--- config.mk ---
export PLATFORM = sky130hd
export DESIGN_NAME = mult_div_unit
export DESIGN_NICKNAME = d
export VERILOG_FILES = /design/src/rtl/mult_div_unit.sv
export SDC_FILE = /design/constraint.sdc
export NUM_CORES = 1
export LEC_CHECK = 0
export BUFFER_PORTS_ARGS = -buffer_cell sky130_fd_sc_hd__buf_2
export CAP_MARGIN = 5
export CELL_PAD_IN_SITES_DETAIL_PLACEMENT = 0
export CELL_PAD_IN_SITES_GLOBAL_PLACEMENT = 1
export CORE_MARGIN = 4
export CORE_UTILIZATION = 46
export DETAILED_ROUTE_END_ITERATION = 8
export PLACE_DENSITY_LB_ADDON = 0.1
export SLEW_MARGIN = 0
export SYNTH_ARGS = -nofsm -noshare
export SYNTH_HDL_FRONTEND = slang
export SYNTH_SLANG_ARGS = --single-unit
export TNS_END_PERCENT = 100
--- constraint.sdc ---
create_clock -name CLK -period 4.7 [get_ports CLK]
set_input_delay 1.175 -clock CLK [delete_from_list [all_inputs] [get_ports CLK]]
set_output_delay 1.175 -clock CLK [all_outputs]
set_load 0.02 [all_outputs]
--- src/rtl/mult_div_unit.sv ---
// Iterative multiply/divide engine: shift-add MULT/MULTU, restoring DIV/DIVU.
module mult_div_unit #(
    parameter int unsigned WIDTH     = 32,
    parameter int unsigned CNT_WIDTH = 6
) (
    input  logic             CLK,
    input  logic             RST,
    input  logic             mult_start,
    input  logic             div_start,
    input  logic             is_signed,
    input  logic [WIDTH-1:0] Operand1,
    input  logic [WIDTH-1:0] Operand2,
    output logic [WIDTH-1:0] hi_out,
    output logic [WIDTH-1:0] lo_out,
    output logic             mult_div_done,
    output logic             busy,
    output logic             div_by_zero
);

    localparam int unsigned DW = 2 * WIDTH;

    typedef enum logic [2:0] {
        S_IDLE,
        S_MULT,
        S_DIV,
        S_SIGN,
        S_DONE
    } state_t;

    state_t               state;
    state_t               state_nxt;
    logic [CNT_WIDTH-1:0] cnt;
    logic [WIDTH-1:0]     opnd;       // multiplicand or divisor magnitude
    logic [DW-1:0]        acc;        // product accumulator; low half is dividend/quotient
    logic [WIDTH:0]       rem;        // partial remainder
    logic [WIDTH-1:0]     op1_latch;  // original dividend, returned on divide by zero
    logic                 is_div;
    logic                 neg_main;
    logic                 neg_rem;
    logic                 dz;

    logic                 accept;
    logic [WIDTH-1:0]     op1_mag;
    logic [WIDTH-1:0]     op2_mag;
    logic [WIDTH:0]       mul_sum;
    logic [WIDTH+1:0]     div_sub;
    logic                 div_borrow;
    logic [DW-1:0]        prod_final;
    logic [WIDTH-1:0]     quo_final;
    logic [WIDTH-1:0]     rem_final;

    // Operand magnitudes and per-iteration datapath arithmetic
    always_comb begin
        accept     = (state == S_IDLE) && (mult_start || div_start);
        op1_mag    = (is_signed && Operand1[WIDTH-1]) ? -Operand1 : Operand1;
        op2_mag    = (is_signed && Operand2[WIDTH-1]) ? -Operand2 : Operand2;
        mul_sum    = {1'b0, acc[DW-1:WIDTH]} + {1'b0, (acc[0] ? opnd : WIDTH'(0))};
        div_sub    = {rem, acc[WIDTH-1]} - {2'b00, opnd};
        div_borrow = div_sub[WIDTH+1];
        prod_final = neg_main ? -acc : acc;
        quo_final  = neg_main ? -acc[WIDTH-1:0] : acc[WIDTH-1:0];
        rem_final  = neg_rem ? -rem[WIDTH-1:0] : rem[WIDTH-1:0];
    end

    // Next-state logic
    always_comb begin
        state_nxt = state;
        case (state)
            S_IDLE: begin
                if (mult_start)      state_nxt = S_MULT;
                else if (div_start)  state_nxt = S_DIV;
            end
            S_MULT, S_DIV: begin
                if (cnt == CNT_WIDTH'(WIDTH - 1)) state_nxt = S_SIGN;
            end
            S_SIGN:  state_nxt = S_DONE;
            S_DONE:  state_nxt = S_IDLE;
            default: state_nxt = S_IDLE;
        endcase
    end

    // State register, iteration datapath and registered outputs
    always_ff @(posedge CLK or negedge RST) begin
        if (!RST) begin
            state         <= S_IDLE;
            cnt           <= '0;
            opnd          <= '0;
            acc           <= '0;
            rem           <= '0;
            op1_latch     <= '0;
            is_div        <= 1'b0;
            neg_main      <= 1'b0;
            neg_rem       <= 1'b0;
            dz            <= 1'b0;
            hi_out        <= '0;
            lo_out        <= '0;
            mult_div_done <= 1'b0;
            busy          <= 1'b0;
            div_by_zero   <= 1'b0;
        end else begin
            state         <= state_nxt;
            busy          <= (state_nxt != S_IDLE);
            mult_div_done <= (state_nxt == S_DONE);
            case (state)
                S_IDLE: begin
                    if (accept) begin
                        cnt         <= '0;
                        div_by_zero <= 1'b0;
                        rem         <= '0;
                        op1_latch   <= Operand1;
                        is_div      <= !mult_start;
                        neg_main    <= is_signed & (Operand1[WIDTH-1] ^ Operand2[WIDTH-1]);
                        neg_rem     <= is_signed & Operand1[WIDTH-1];
                        dz          <= !mult_start && (Operand2 == '0);
                        if (mult_start) begin
                            opnd <= op1_mag;
                            acc  <= {WIDTH'(0), op2_mag};
                        end else begin
                            opnd <= op2_mag;
                            acc  <= {WIDTH'(0), op1_mag};
                        end
                    end
                end
                S_MULT: begin
                    acc <= {mul_sum, acc[WIDTH-1:1]};
                    cnt <= cnt + CNT_WIDTH'(1);
                end
                S_DIV: begin
                    if (div_borrow) begin
                        rem <= {rem[WIDTH-1:0], acc[WIDTH-1]};
                        acc <= {acc[DW-1:WIDTH], acc[WIDTH-2:0], 1'b0};
                    end else begin
                        rem <= div_sub[WIDTH:0];
                        acc <= {acc[DW-1:WIDTH], acc[WIDTH-2:0], 1'b1};
                    end
                    cnt <= cnt + CNT_WIDTH'(1);
                end
                S_SIGN: begin
                    if (!is_div) begin
                        hi_out <= prod_final[DW-1:WIDTH];
                        lo_out <= prod_final[WIDTH-1:0];
                    end else if (dz) begin
                        hi_out      <= op1_latch;
                        lo_out      <= '1;
                        div_by_zero <= 1'b1;
                    end else begin
                        hi_out <= rem_final;
                        lo_out <= quo_final;
                    end
                end
                default: ;
            endcase
        end
    end

endmodule

==> impl_metrics.json <==
{
  "crit_path_max_incr_delay_ps": 690,
  "core_area_um2": 36900,
  "final-setup-viol-count": 0,
  "leakage_nw": 8.60,
  "drive_gt1_share_pct": 11.4,
  "synth_top_area_share_pct": 34.8,
  "hold_viol": 0,
  "drtPass1Iterations": 6,
  "grtUsageTotal_pct": 29.3,
  "synthesis.area_um2": 17400,
  "postSynthCellCount": 2128,
  "r2r-start": "acc[0]",
  "post_cts_resize_count": 0,
  "cts_sinks": 241,
  "first_iter_violations": 1643,
  "critPathArrivalTime_ps": 4380,
  "worst_ep_required_time_ps": 5170,
  "async_flop_share_pct": 100,
  "wl_per_cell_um": 22.4,
  "routabilityCongestion": 0.947,
  "crit_chain": "and2_1 -> ha_1 -> inv_1 -> fa_1 -> nand2b_1 -> a21oi_1 -> o21ai_0 -> a2111oi_0 -> o2111ai_1 -> a21oi_1 -> o211ai_1 -> nor3b_1 -> o31ai_1",
  "syn_nets": 2268,
  "drc": 0,
  "globalRouteOverflowTotal": 0,
  "syn_area_per_cell_um2": 8.15,
  "num_vias": 16261,
  "synth_top_area_cell": "dfrtp_1",
  "yosysSeqAreaShare_pct": 34.8,
  "rows": 70,
  "ant_nets": 0,
  "clock_skew_ps": 30.7,
  "grt_pass1_wl_um": 94400,
  "cts_tree": "done",
  "io_buffers": 135,
  "start_util_pct": 47.1,
  "status": "completed",
  "tns_ps": 0,
  "power_mw": 12.8,
  "grt_max_degree": 116,
  "cts_root_buffer": "clkbuf_16",
  "slew_violations": 0,
  "ir_worst_vdd_v": 0.000351,
  "fmax_mhz": 256,
  "avgViaCountPerCell": 5.96,
  "synth_edf_count": 0,
  "fin_crit_sh_pct": 83.2,
  "worst_pin_slew_ps": 1260,
  "clk_pin_slew_worst_paths_ps": 60,
  "cp-startpoint": "acc[0]",
  "cp_common_cell": "a21oi_1",
  "antenna_cells": 0,
  "relSlewSlack_pct": 16.0,
  "fp.dieH_um": 202,
  "synth_most_common_cell": "nand2_1",
  "drt_wl_total_um": 61100,
  "fin_nets": 2344,
  "maxCapViolations": 0,
  "post_cts.repair.setup_buffers": 0,
  "die-area_um2": 40900,
  "place_hpwl_um": 46900,
  "area_growth_pct": 11.8,
  "synthTopCellsByCount": "nand2_1, dfrtp_1, o21ai_0",
  "worstHoldStart": "hi_out[5]",
  "ctsHoldBuffers": 0,
  "yosysWarningCount": 0,
  "hp-class": "reg2reg",
  "cts.path.max_buffers": 3,
  "slowest_stage": "a2111oi_0",
  "start_kind": "flip-flop",
  "io_pins": 136,
  "antenna_found_initial": 6,
  "power_density_nw_per_um2": 662,
  "crit_fanout": 5,
  "clk-insertion-delay-late_ps": 590,
  "synth_area_leaders": "dfrtp_1, nand2_1, o21ai_0, xnor2_1, ha_1",
  "period_needed_ps": 3910,
  "synth_ff_type": "dfrtp_1",
  "cts_made_buffers": 30,
  "die_w_um": 202,
  "crit_buf_inv": 1,
  "cts_max_level": 1,
  "grt_pass1_vias": 15387,
  "ys_types": 76,
  "rsz0062_at_grt": "false",
  "crit_family": "compound AO/OA/AOI/OAI gates",
  "critical_path_class": "reg2reg",
  "ys_ff_latch": 241,
  "end_kind": "flip-flop"
}
## per-layer routing
layer	track usage, %	routed length [µm]	share of wire [%]	vias up
met5	0	81	0.13	-
met4	8.63	1920	3.1	12
met3	4.36	4210	6.9	108
met2	43.4	25900	42	549
met1	44.4	28900	47	7826
li1	-	-	-	7766
## area by class of cell
cell class,count,area [µm²]
fill,3615,17500
multi-input combinational,1691,10600
sequential,241,6030
timing repair buffer,172,976
clock buffer,43,870
tap,504,631
inverter,68,255
clock inverter,11,73.8
## flip-flops by register name, summed over array words and instances, names as in the netlist, 3 cells and up
signal	count
opnd	32
state	3
op1_latch	32
lo_out	32
rem	33
cnt	6
acc	64
hi_out	32
## layout by cell type, fill, tap and decap left out, types with 9 or more instances in the layout
master     count
a31oi_1       18
o221ai_1      21
nand2b_1      18
a211oi_1      33
nand3_1       23
o31ai_1       46
dfrtp_1      239
a21o_1        29
nand2_1      334
a21oi_1      139
nor2_1       181
o211ai_1       9
nor4_1        15
and3_1        12
clkbuf_16     30
or4_1         18
xor2_1        96
inv_1         67
o41ai_1       15
and2_1        10
ha_1          69
nor2b_1       12
a221oi_1      32
buf_4         36
o21a_1        14
or3_1         21
xnor2_1      100
mux2i_1       50
nor3_1        34
a32oi_1       11
o21ai_0      221
buf_2        134
## cell families after synthesis
group	Yosys count	synth area share (%)
simple gates	727	19.1
compound gates	642	23.2
flops	241	34.8
xor+xnor	196	9.89
buf+inv	196	4.59
fa+ha+maj	71	5.21
mux	55	3.21
## worst min-delay path, stage by stage (launching register included)
cell,delay [ps]
dfrtp_1,340
nand2_1,40
o21ai_0,60
## power by group
group / internal, mW / switching, mW
registers: 2.91 / 0.982
logic: 2.33 / 4.38
clock network: 1.28 / 0.956
## final timing paths
path / to / slack [ps] / depth (start not counted)
worst max-delay path: acc[57] / 790 / 13
worst min-delay path: hi_out[5] / 470 / 2
worst max register to register: acc[57] / 790 / 13
worst min register to register: hi_out[5] / 470 / 2
max in group asynchronous: neg_rem / 2990 / 2
min in group asynchronous: lo_out[15] / 670 / 1
## metrics by stage
stage	util, %	instances	hold slack, ps	instance area (µm²)	worst slack, ps
3_5_place_dp	50.1	2676	463	18500	646
6_report	52.6	2730	471	19400	788
5_1_grt	52.6	2730	497	19400	356
3_3_place_gp	50.1	2676	458	18500	699
4_1_cts	52.6	2730	479	19400	834
2_1_floorplan	-	2128	440	17400	1130
No activity file was read; power rests on OpenSTA's default activity.
